### config.mk
export PLATFORM = sky130hd
export DESIGN_NAME = alu_pipe_flat
export DESIGN_NICKNAME = d
export VERILOG_FILES = /design/src/rtl/alu_pipe_if.sv /design/src/rtl/alu_pipe.sv /design/src/flat_wrapper.sv
export SDC_FILE = /design/constraint.sdc
export NUM_CORES = 1
export LEC_CHECK = 0
export CAP_MARGIN = 20
export CORE_ASPECT_RATIO = 0.8
export CORE_UTILIZATION = 40
export CTS_CLUSTER_SIZE = 24
export DETAILED_ROUTE_END_ITERATION = 10
export GPL_TIMING_DRIVEN = 0
export PLACE_DENSITY = 0.67
export SLEW_MARGIN = 5
export SYNTH_ARGS = -nofsm -noshare
export SYNTH_HDL_FRONTEND = slang
export SYNTH_SLANG_ARGS = --single-unit
### constraint.sdc
create_clock -name clk -period 5 [get_ports clk]
set_input_delay 0.75 -clock clk [delete_from_list [all_inputs] [get_ports clk]]
set_output_delay 0.75 -clock clk [all_outputs]
set_load 0.02 [all_outputs]
### src/rtl/alu_pipe_if.sv
// ---------------------------------------------------------------------------
// alu_pipe_if
//   Handshake bundle between the operand-issue stage, the ALU and the
//   writeback stage.
//
//   Issue side  : in_valid, in_ready, a, b, op, cin
//   Result side : out_valid, out_ready, result, cout, overflow, zero, set
//
//   master : the environment (drives operands, consumes results)
//   slave  : the ALU (accepts operands, produces results)
// ---------------------------------------------------------------------------
interface alu_pipe_if #(
  parameter int WIDTH = 16
);
  logic             in_valid;
  logic             in_ready;
  logic [WIDTH-1:0] a;
  logic [WIDTH-1:0] b;
  logic [2:0]       op;
  logic             cin;
  logic             out_valid;
  logic             out_ready;
  logic [WIDTH-1:0] result;
  logic             cout;
  logic             overflow;
  logic             zero;
  logic             set;

  modport master (
    output in_valid, a, b, op, cin, out_ready,
    input  in_ready, out_valid, result, cout, overflow, zero, set
  );

  modport slave (
    input  in_valid, a, b, op, cin, out_ready,
    output in_ready, out_valid, result, cout, overflow, zero, set
  );
endinterface

### src/rtl/alu_pipe.sv
// ---------------------------------------------------------------------------
// alu_pipe
//   Registered WIDTH-bit ALU: AND, OR, ADD, SUB, SLT through a ripple of
//   4-bit carry-lookahead groups, with results and flags held in a single
//   output register behind a valid/ready handshake.
//
//   Ports:
//     clk     - clock, all state updates on the rising edge
//     rst_n   - synchronous active-low reset
//     io_bus  - alu_pipe_if.slave: operand issue (in_*, a, b, op, cin)
//               and result delivery (out_*, result, cout, overflow,
//               zero, set)
//
//   Opcodes: 000 AND, 001 OR, 010 ADD, 110 SUB, 111 SLT, 011 MUL.
//   Any other opcode loads result 0 with zero set after one cycle.
//
//   Build option ALU_MUL_EN: when defined, an iterative shift-add
//   multiplier (op 011) is compiled in and takes WIDTH cycles. When
//   undefined, op 011 behaves as an undefined opcode.
// ---------------------------------------------------------------------------
// state  | meaning
// -------+---------------------------------------------------------------
// IDLE   | ready for a new op when the output register is free/draining
// MUL    | one shift-add step per cycle, WIDTH steps (ALU_MUL_EN only)
// ---------------------------------------------------------------------------
module alu_pipe #(
  parameter int WIDTH = 16
) (
  input  logic      clk,
  input  logic      rst_n,
  alu_pipe_if.slave io_bus
);

  localparam int NGRP = WIDTH / 4;
  localparam int MSB  = WIDTH - 1;

  localparam logic [2:0] OP_AND = 3'b000;
  localparam logic [2:0] OP_OR  = 3'b001;
  localparam logic [2:0] OP_ADD = 3'b010;
  localparam logic [2:0] OP_SUB = 3'b110;
  localparam logic [2:0] OP_SLT = 3'b111;
`ifdef ALU_MUL_EN
  localparam logic [2:0] OP_MUL = 3'b011;
`endif

  // output register
  logic [WIDTH-1:0] r_result;
  logic             r_cout;
  logic             r_overflow;
  logic             r_zero;
  logic             r_set;
  logic             r_out_valid;

  // handshake
  logic w_accept;
  logic w_is_mul;
  logic w_load_single;
  logic w_mul_done;
  logic w_in_ready;

  // adder
  logic             w_is_sub;
  logic [WIDTH-1:0] w_b_eff;
  logic             w_c_in;
  logic [WIDTH-1:0] w_sum;
  logic             w_c_out;
  logic             w_ovf_raw;
  logic             w_slt;

  // single-cycle result mux
  logic [WIDTH-1:0] w_res;
  logic             w_cout;
  logic             w_ovf;
  logic             w_set;

  // multiplier completion values
  logic [WIDTH-1:0] w_mul_res;
  logic             w_mul_cout;

  // SUB and SLT both compute a + ~b + 1.
  assign w_is_sub = (io_bus.op == OP_SUB) || (io_bus.op == OP_SLT);
  assign w_b_eff  = w_is_sub ? ~io_bus.b : io_bus.b;
  assign w_c_in   = w_is_sub ? 1'b1 : io_bus.cin;

  // Ripple of 4-bit lookahead groups: carries inside a group come straight
  // from g/p and the group-in carry; the group-out carry uses group G/P.
  always_comb begin : cla_chain
    logic       carry;
    logic [3:0] g;
    logic [3:0] p;
    logic [3:0] c;
    logic       grp_g;
    logic       grp_p;
    carry = w_c_in;
    w_sum = '0;
    g     = '0;
    p     = '0;
    c     = '0;
    grp_g = 1'b0;
    grp_p = 1'b0;
    for (int k = 0; k < NGRP; k++) begin
      g     = io_bus.a[4*k +: 4] & w_b_eff[4*k +: 4];
      p     = io_bus.a[4*k +: 4] ^ w_b_eff[4*k +: 4];
      c[0]  = carry;
      c[1]  = g[0] | (p[0] & carry);
      c[2]  = g[1] | (p[1] & g[0]) | (p[1] & p[0] & carry);
      c[3]  = g[2] | (p[2] & g[1]) | (p[2] & p[1] & g[0])
            | (p[2] & p[1] & p[0] & carry);
      grp_g = g[3] | (p[3] & g[2]) | (p[3] & p[2] & g[1])
            | (p[3] & p[2] & p[1] & g[0]);
      grp_p = &p;
      w_sum[4*k +: 4] = p ^ c;
      carry = grp_g | (grp_p & carry);
    end
    w_c_out = carry;
  end

  assign w_ovf_raw = (io_bus.a[MSB] == w_b_eff[MSB]) && (w_sum[MSB] != io_bus.a[MSB]);
  assign w_slt     = w_sum[MSB] ^ w_ovf_raw;

  always_comb begin
    w_res  = '0;
    w_cout = 1'b0;
    w_ovf  = 1'b0;
    w_set  = 1'b0;
    case (io_bus.op)
      OP_AND: w_res = io_bus.a & io_bus.b;
      OP_OR:  w_res = io_bus.a | io_bus.b;
      OP_ADD: begin
        w_res  = w_sum;
        w_cout = w_c_out;
        w_ovf  = w_ovf_raw;
      end
      OP_SUB: begin
        w_res  = w_sum;
        w_cout = w_c_out;
        w_ovf  = w_ovf_raw;
        w_set  = w_slt;
      end
      OP_SLT: begin
        w_res = {{(WIDTH-1){1'b0}}, w_slt};
        w_set = w_slt;
      end
      default: w_res = '0;
    endcase
  end

`ifdef ALU_MUL_EN
  localparam logic [0:0] S_IDLE = 1'b0;
  localparam logic [0:0] S_MUL  = 1'b1;
  localparam int         CW       = $clog2(WIDTH);
  localparam logic [CW-1:0] CNT_LAST = CW'(WIDTH - 1);

  logic [0:0]       r_state;
  logic [CW-1:0]    r_cnt;
  logic [WIDTH-1:0] r_mcand;
  logic [WIDTH-1:0] r_mplier;
  logic [WIDTH-1:0] r_acc;
  logic             r_hi;

  logic [WIDTH:0]   w_acc_sum;
  logic             w_step_hi;

  assign w_acc_sum = {1'b0, r_acc} + {1'b0, (r_mplier[0] ? r_mcand : {WIDTH{1'b0}})};

  // A multiplicand bit lost off the top only matters if a later multiplier
  // bit would have added it back in, so test the multiplier after its shift.
  assign w_step_hi = w_acc_sum[WIDTH]
                   | (r_mcand[MSB] & (r_mplier[WIDTH-1:1] != '0));

  assign w_is_mul   = (io_bus.op == OP_MUL);
  assign w_mul_done = (r_state == S_MUL) && (r_cnt == CNT_LAST);
  assign w_mul_res  = w_acc_sum[MSB:0];
  assign w_mul_cout = r_hi | w_step_hi;
  assign w_in_ready = (r_state == S_IDLE) && (!r_out_valid || io_bus.out_ready);

  always_ff @(posedge clk) begin
    if (!rst_n) begin
      r_state  <= S_IDLE;
      r_cnt    <= '0;
      r_mcand  <= '0;
      r_mplier <= '0;
      r_acc    <= '0;
      r_hi     <= 1'b0;
    end else begin
      case (r_state)
        S_IDLE: begin
          if (w_accept && w_is_mul) begin
            r_mcand  <= io_bus.a;
            r_mplier <= io_bus.b;
            r_acc    <= '0;
            r_hi     <= 1'b0;
            r_cnt    <= '0;
            r_state  <= S_MUL;
          end
        end
        S_MUL: begin
          r_acc    <= w_acc_sum[MSB:0];
          r_hi     <= r_hi | w_step_hi;
          r_mcand  <= r_mcand << 1;
          r_mplier <= r_mplier >> 1;
          r_cnt    <= r_cnt + CW'(1);
          if (w_mul_done) begin
            r_state <= S_IDLE;
          end
        end
        default: r_state <= S_IDLE;
      endcase
    end
  end
`else
  assign w_is_mul   = 1'b0;
  assign w_mul_done = 1'b0;
  assign w_mul_res  = '0;
  assign w_mul_cout = 1'b0;
  assign w_in_ready = !r_out_valid || io_bus.out_ready;
`endif

  assign w_accept      = io_bus.in_valid && w_in_ready;
  assign w_load_single = w_accept && !w_is_mul;

  // A load and a consume can share an edge; the load wins and out_valid
  // stays high so back-to-back ops flow at one per cycle.
  always_ff @(posedge clk) begin
    if (!rst_n) begin
      r_result    <= '0;
      r_cout      <= 1'b0;
      r_overflow  <= 1'b0;
      r_zero      <= 1'b0;
      r_set       <= 1'b0;
      r_out_valid <= 1'b0;
    end else if (w_load_single) begin
      r_result    <= w_res;
      r_cout      <= w_cout;
      r_overflow  <= w_ovf;
      r_zero      <= (w_res == '0);
      r_set       <= w_set;
      r_out_valid <= 1'b1;
    end else if (w_mul_done) begin
      r_result    <= w_mul_res;
      r_cout      <= w_mul_cout;
      r_overflow  <= 1'b0;
      r_zero      <= (w_mul_res == '0);
      r_set       <= 1'b0;
      r_out_valid <= 1'b1;
    end else if (io_bus.out_ready) begin
      r_out_valid <= 1'b0;
    end
  end

  assign io_bus.in_ready  = w_in_ready;
  assign io_bus.out_valid = r_out_valid;
  assign io_bus.result    = r_result;
  assign io_bus.cout      = r_cout;
  assign io_bus.overflow  = r_overflow;
  assign io_bus.zero      = r_zero;
  assign io_bus.set       = r_set;

endmodule
### src/flat_wrapper.sv
// flat-port wrapper written by rule: the top's interface ports become plain ports
module alu_pipe_flat 
#(
  parameter int WIDTH = 16
)
  (clk, rst_n, io_bus_in_valid, io_bus_a, io_bus_b, io_bus_op, io_bus_cin, io_bus_out_ready, io_bus_in_ready, io_bus_out_valid, io_bus_result, io_bus_cout, io_bus_overflow, io_bus_zero, io_bus_set);
  alu_pipe_if #(.WIDTH(WIDTH)) io_bus_i ();
  input  logic clk;
  input  logic rst_n;
  input wire logic [$bits(io_bus_i.in_valid)-1:0] io_bus_in_valid;
  input wire logic [$bits(io_bus_i.a)-1:0] io_bus_a;
  input wire logic [$bits(io_bus_i.b)-1:0] io_bus_b;
  input wire logic [$bits(io_bus_i.op)-1:0] io_bus_op;
  input wire logic [$bits(io_bus_i.cin)-1:0] io_bus_cin;
  input wire logic [$bits(io_bus_i.out_ready)-1:0] io_bus_out_ready;
  output wire logic [$bits(io_bus_i.in_ready)-1:0] io_bus_in_ready;
  output wire logic [$bits(io_bus_i.out_valid)-1:0] io_bus_out_valid;
  output wire logic [$bits(io_bus_i.result)-1:0] io_bus_result;
  output wire logic [$bits(io_bus_i.cout)-1:0] io_bus_cout;
  output wire logic [$bits(io_bus_i.overflow)-1:0] io_bus_overflow;
  output wire logic [$bits(io_bus_i.zero)-1:0] io_bus_zero;
  output wire logic [$bits(io_bus_i.set)-1:0] io_bus_set;
  assign io_bus_i.in_valid = io_bus_in_valid;
  assign io_bus_i.a = io_bus_a;
  assign io_bus_i.b = io_bus_b;
  assign io_bus_i.op = io_bus_op;
  assign io_bus_i.cin = io_bus_cin;
  assign io_bus_i.out_ready = io_bus_out_ready;
  assign io_bus_in_ready = io_bus_i.in_ready;
  assign io_bus_out_valid = io_bus_i.out_valid;
  assign io_bus_result = io_bus_i.result;
  assign io_bus_cout = io_bus_i.cout;
  assign io_bus_overflow = io_bus_i.overflow;
  assign io_bus_zero = io_bus_i.zero;
  assign io_bus_set = io_bus_i.set;
  alu_pipe #(.WIDTH(WIDTH)) u_core (.clk(clk), .rst_n(rst_n), .io_bus(io_bus_i));
endmodule
==> summary.txt, run 1 <==
Outcome
  – Status: complete, no violations

Placed design
  – Pre-CTS setup slack: -0.5685 ns
  – IO Port Bufs: 60
  – Detailed Place HPWL: 4650 um
  – GP Congestion: 0.8391

Clocking
  – Clk sink count: 21
  – Clk root buf: clkbuf_8
  – Cts bufs inserted: 3
  – Clock transition at the registers of the reported paths: 0.07 ns
  – Post-cts hold buffer count: 0
  – TritonCTS clock tree: yes
  – Clock insertion delay at the later pin of the skew report: 0.26 ns
  – H-tree levels: 1
  – CTS max path bufs: 2

Final layout
  – Nets: 382
  – ANT cells: 0
  – Final core utilization: 56.27%
  – Syn-to-layout area delta: 35.91%
  – Layout cells sized above 1: 4.673%

Min path
  – Worst Hold Class: reg -> reg
  – Worst hold path startpoint: u_core.io_bus.cout$_SDFFE_PN0P_
  – WHS Endpoint: u_core.io_bus.cout$_SDFFE_PN0P_
  – Hold depth: 2

Die
  – I/O pins: 62
  – Die width: 82.49 um
  – Core box area: 0.005007 mm2
  – Die area: 0.005477 mm2
  – Starting Density: 41.40%
  – Die Y-Extent: 66.40 um
  – Standard-cell rows: 23

Timing
  – Worst slew margin: 59.10%
  – Worst-Margin Slew: 0.6135 ns
  – Final Hold Viols: 0
  – Crit share post-route: 89.62%
  – Max-slew violations: 0
  – Layout Skew: 0.001881 ns
  – Setup TNS: 0 ns
  – Minimum clock period: 4.481 ns
  – Final setup margin: 0.5192 ns
  – RSZ-0062 raised after global routing: no
  – Final setup vio count: 0
  – Max frequency: 223.2 MHz

Yosys
  – Cell accounting for the most synthesized area: dfxtp_1
  – Synth warn: 0
  – Post-synth top area share: 20.28%
  – Library cells used by synthesis: 48
  – Netlist Area Pre-Place: 0.002073 mm2
  – Synth area leaders: dfxtp_1, ha_1, xnor2_1, maj3_1, o211a_1
  – Synth Flop Type: dfxtp_1
  – Syn avg cell area: 8.099 um2
  – Most frequent cell after synthesis: nor2_1
  – Top post-synthesis cells by count: nor2_1, dfxtp_1, nand2_1, xnor2_1, a21oi_1
  – Synth Instances: 256
  – Post-synthesis sequential area ratio: 20.28%
  – Number of enable flip-flop cells after synthesis: 0
  – FF+latch count, synth: 21
  – Post-synth ARST share: 0%
  – Net Count, Synth: 316

Critical path
  – R2R setup slack: 3.55 ns
  – CP required: 5.17 ns
  – R2R cell count: 5
  – Crit Path Max Fanout: 10
  – Worst R2R Start: u_core.io_bus.out_valid$_SDFFE_PN0P_
  – CP endpoint kind: register
  – WS Path Type: in -> reg
  – Reg2reg end: u_core.io_bus.result[8]$_SDFFE_PN0P_
  – Worst setup SP type: input port
  – Crit path DAT: 4.65 ns

Detailed routing
  – DRC violations left: 0
  – Vias per cell: 5.431
  – Initial DRC count: 84
  – Final wirelength: 5786 um
  – Via count: 2080
  – DR WL/cell: 15.11 um
  – Antenna Nets Post-Route: 0
  – Initial DRT Pass Iterations: 4

Job
  – Max-cap check violation count: 0

Global routing
  – GRT overflow: 0
  – Initial antenna violation count: 0
  – Vias in the first global route: 1963
  – Largest net degree at the start of global routing: 12
  – GRT Util Overall: 22.29%
  – First-pass GRT wire length: 9190 um

Power and ir drop
  – VDD IR max: 0.00009170 V
  – Pwr Density: 215.5 mW/mm2
  – Leak Pwr: 1.163 nW
[layout make-up]
cell class / count / area, um2
inverter: 11 / 41.29
multi-input combinational: 212 / 1573
sequential: 21 / 420.4
timing repair buffer: 61 / 610.6
tap: 62 / 77.57
clock buffer: 4 / 45.04
buffer: 12 / 50.05
fill: 512 / 2190
[stage by stage]
stage	cell area [um2]	hold slack [ns]	cells	total power, mW
final	2818	0.4951	383	0.6073
after global routing	2818	0.5080	383	0.6516
after global placement	2751	0.4582	378	0.4920
after CTS	2800	0.5018	382	0.6054
after detailed placement	2751	0.4884	378	0.4955
after floorplan	2073	0.5408	256	0.3877
[cells by family after synthesis]
group / count (synthesis) / share of synthesized area, %
AND/OR/NAND/NOR: 82 / 19.98
AO/OA/AOI/OAI: 72 / 25.23
adder cells (fa/ha/maj): 31 / 18.83
XOR/XNOR: 26 / 10.98
buffers and inverters: 23 / 4.224
flip-flops: 21 / 20.28
multiplexers: 1 / 0.4828
[cells in the final DEF, fill, tap and decap left out, types with 11 or more instances in the layout]
cell type / count
clkdlybuf4s50_1: 59
o21ai_0: 12
a21oi_1: 17
nand2_1: 20
xnor2_1: 18
ha_1: 16
inv_1: 11
clkbuf_1: 11
dfxtp_1: 21
maj3_1: 11
nor2_1: 22
[critical path, stage by stage]
cell            delay (ns)
dlymetal6s2s_1        0.27
nand2_4               0.19
clkbuf_4              0.27
xnor2_1               0.16
ha_1                  0.36
and2_4                0.19
a221o_1               0.36
a22o_2                0.29
nor2_1                0.16
fa_1                  0.22
xor2_1                0.14
o32ai_1               0.17
nor4_1                0.24
nand4_1               0.13
nor3_1                0.24
nand4_1               0.17
o41ai_2               0.33
[worst max path at each step]
| stage | from | end | depth (start not counted) |
|---|---|---|---|
| floorplan | io_bus_op[1] | u_core.io_bus.zero$_SDFFE_PN0P_ | 17 |
| global placement | io_bus_op[2] | u_core.io_bus.zero$_SDFFE_PN0P_ | 17 |
| detailed placement | io_bus_op[2] | u_core.io_bus.zero$_SDFFE_PN0P_ | 17 |
| CTS | io_bus_op[2] | u_core.io_bus.zero$_SDFFE_PN0P_ | 17 |
| global route | io_bus_op[2] | u_core.io_bus.zero$_SDFFE_PN0P_ | 17 |
| finish | io_bus_op[2] | u_core.io_bus.zero$_SDFFE_PN0P_ | 17 |
[per-layer routing]
layer	share of wire [%]	GRT usage (%)	vias up
li1	-	-	1055
met3	5.2	3.310	2
met2	44	35.33	60
met5	0	0	-
met1	50	32.28	963
met4	0.31	3.017	0
[state kept, by name (all words and copies together) (netlist names)]
| signal | flops |
|---|---|
| u_core.io_bus.set | 1 |
| u_core.io_bus.overflow | 1 |
| u_core.io_bus.cout | 1 |
| u_core.io_bus.zero | 1 |
| u_core.io_bus.out_valid | 1 |
| u_core.io_bus.result | 16 |
[timing repair]
item,4_1_cts,5_1_grt
setup endpoints to repair,1,1
setup buffers,0,1
pin swaps,0,1
gates resized for setup,2,5
endpoints found under the hold margin,0,0
[report_power, final]
part	switching, mW	internal, mW
Sequential	0.00593	0.180
Clock	0.0535	0.0568
Combinational	0.164	0.147
Power figures use the tool's default switching activity.
==> run 2, diff against run 1 <==
--- a/config.mk
+++ b/config.mk
@@ -5,13 +5,13 @@
 export SDC_FILE = /design/constraint.sdc
 export NUM_CORES = 1
 export LEC_CHECK = 0
-export CAP_MARGIN = 20
 export CORE_ASPECT_RATIO = 0.8
 export CORE_UTILIZATION = 40
 export CTS_CLUSTER_SIZE = 24
 export DETAILED_ROUTE_END_ITERATION = 10
 export GPL_TIMING_DRIVEN = 0
 export PLACE_DENSITY = 0.67
+export SETUP_SLACK_MARGIN = 0.4
 export SLEW_MARGIN = 5
 export SYNTH_ARGS = -nofsm -noshare
 export SYNTH_HDL_FRONTEND = slang
==> summary.txt, run 2 (same netlist as run 1, synthesis figures left out) <==
Outcome
  – Status: complete, no violations

Critical path
  – Crit path max-delay family: simple AND/OR/NAND/NOR gates
  – Crit path DAT: 4.46 ns
  – Most used cell, CP: nand4_1
  – Sequence of cells on the critical path: buf_2 -> nand2_4 -> buf_4 -> xnor2_1 -> ha_1 -> and2_4 -> a221o_1 -> a22o_2 -> nor2_1 -> fa_1 -> xor2_1 -> o32ai_1 -> nor4_1 -> nand4_1 -> nor3_1 -> nand4_1 -> o41ai_2
  – WS Path Type: in -> reg
  – R2R cell count: 5
  – Worst R2R Start: u_core.io_bus.out_valid$_SDFFE_PN0P_
  – CP endpoint kind: register
  – CP required: 5.17 ns
  – Slowest CP cell: ha_1
  – Reg2reg end: u_core.io_bus.result[8]$_SDFFE_PN0P_
  – Crit path buffers/inverters: 2
  – Worst setup SP type: input port
  – R2R setup slack: 3.54 ns
  – Crit Path Max Fanout: 10
  – Cell count along the critical path: 17
  – Launch point of the worst path: io_bus_op[1]
  – Critical path's largest stage delay: 0.36 ns
  – Critical path endpoint: u_core.io_bus.zero$_SDFFE_PN0P_

Die
  – Standard-cell rows: 23
  – Starting Density: 41.40%
  – Die area: 0.005477 mm2
  – I/O pins: 62
  – Die width: 82.49 um
  – Core box area: 0.005007 mm2
  – Die Y-Extent: 66.40 um

Global routing
  – Largest net degree at the start of global routing: 12
  – Initial antenna violation count: 0
  – GRT Util Overall: 22.32%
  – GRT overflow: 0
  – First-pass GRT wire length: 9239 um
  – Vias in the first global route: 1990

Placed design
  – IO Port Bufs: 60
  – DP Area: 0.002751 mm2
  – GP Congestion: 0.8391
  – Detailed Place HPWL: 4650 um

Timing
  – Layout Skew: 0.002098 ns
  – Minimum clock period: 4.290 ns
  – Final Hold Viols: 0
  – Max-slew violations: 0
  – RSZ-0062 raised after global routing: no
  – Crit share post-route: 85.79%
  – Worst-Margin Slew: 0.6141 ns
  – Final setup vio count: 0
  – Max frequency: 233.1 MHz
  – Worst slew margin: 59.06%

Clocking
  – Clk root buf: clkbuf_8
  – TritonCTS clock tree: yes
  – CTS max path bufs: 2
  – Cts bufs inserted: 3
  – Clk sink count: 21
  – Clock insertion delay at the later pin of the skew report: 0.26 ns
  – H-tree levels: 1
  – Clock transition at the registers of the reported paths: 0.07 ns

Detailed routing
  – Initial DRT Pass Iterations: 4
  – Initial DRC count: 82
  – Via count: 2078
  – DR WL/cell: 14.95 um
  – Vias per cell: 5.411
  – Final wirelength: 5742 um
  – Antenna Nets Post-Route: 0
  – DRC violations left: 0

Power and ir drop
  – Total Power: 0.6088 mW
  – Pwr Density: 216.1 mW/mm2
  – VDD IR max: 0.00009169 V
  – Leak Pwr: 1.159 nW

Final layout
  – Max reg flops: 16
  – Commonest cells after routing, fill and taps aside: clkdlybuf4s50_1, nor2_1, dfxtp_1
  – Nets: 383
  – Final Cell Area: 0.002818 mm2
  – ANT cells: 0
  – Syn-to-layout area delta: 35.91%
  – Most common cell after layout, fill and taps aside: clkdlybuf4s50_1
  – Layout cells sized above 1: 5.280%

Min path
  – Worst hold path startpoint: u_core.io_bus.cout$_SDFFE_PN0P_
  – Worst Hold Class: reg -> reg

Job
  – Max-cap check violation count: 0
-- run 2: cell types whose count changed in the layout (fill, tap and decap cells not counted) --
| cell | delta |
|---|---|
| clkbuf_2 | +1 |
| clkbuf_4 | -1 |
| dlymetal6s2s_1 | -1 |
| buf_4 | +2 |
-- run 2: layout make-up --
| class | count | area, um2 |
|---|---|---|
| Tap cell | 62 | 77.57 |
| Inverter | 11 | 41.29 |
| Clock buffer | 4 | 45.04 |
| Buffer | 12 | 50.05 |
| Fill cell | 512 | 2190 |
| Sequential cell | 21 | 420.4 |
| Timing Repair Buffer | 62 | 610.6 |
| Multi-Input combinational cell | 212 | 1573 |
-- run 2: worst min-delay path by stage --
stage,endpoint,cells after the start
floorplan,u_core.io_bus.cout$_SDFFE_PN0P_,2
global placement,u_core.io_bus.cout$_SDFFE_PN0P_,2
detailed placement,u_core.io_bus.result[15]$_SDFFE_PN0P_,1
CTS,u_core.io_bus.cout$_SDFFE_PN0P_,2
global route,u_core.io_bus.cout$_SDFFE_PN0P_,2
finish,u_core.io_bus.cout$_SDFFE_PN0P_,2
-- run 2: timing repair --
action | CTS | global route
setup buffers | 2 | 0
pin swaps | 1 | 1
hold buffers | 0 | 0
setup endpoints to repair | 3 | 1
gates resized for setup | 5 | 4
-- run 2: per-layer routing --
metal | GRT usage (%) | part of all wire, %
met1 | 31.71 | 51
met2 | 35.85 | 44
met3 | 3.310 | 4.6
met4 | 3.664 | 0.31
met5 | 0 | 0
-- run 2: stage by stage --
stage               instances  setup WS [ns]  utilization, %  hold slack, ns  TNS, ns
floorplan                 256         0.6605               -          0.5408        0
global placement          378        -0.5082           54.95          0.4582  -0.5082
detailed placement        378        -0.5685           54.95          0.4884  -0.5685
CTS                       384         0.5081           56.35          0.5018        0
global route              384         0.4570           56.27          0.5080        0
finish                    384         0.7103           56.27          0.4952        0
-- run 2: worst register-to-register path: stages, from the launching register on --
cell and delay (ns):
dfxtp_1 0.33, nand2b_1 0.10, nand2_1 0.25, clkbuf_1 0.40, nor2_1 0.10, nor3b_1 0.20
-- run 2: where the power goes --
group          internal, mW  switching, mW  leakage, nW  total [mW]
combinational         0.149          0.165        0.963       0.313
sequential            0.180        0.00590        0.173       0.185
clock                0.0567         0.0533       0.0228       0.110
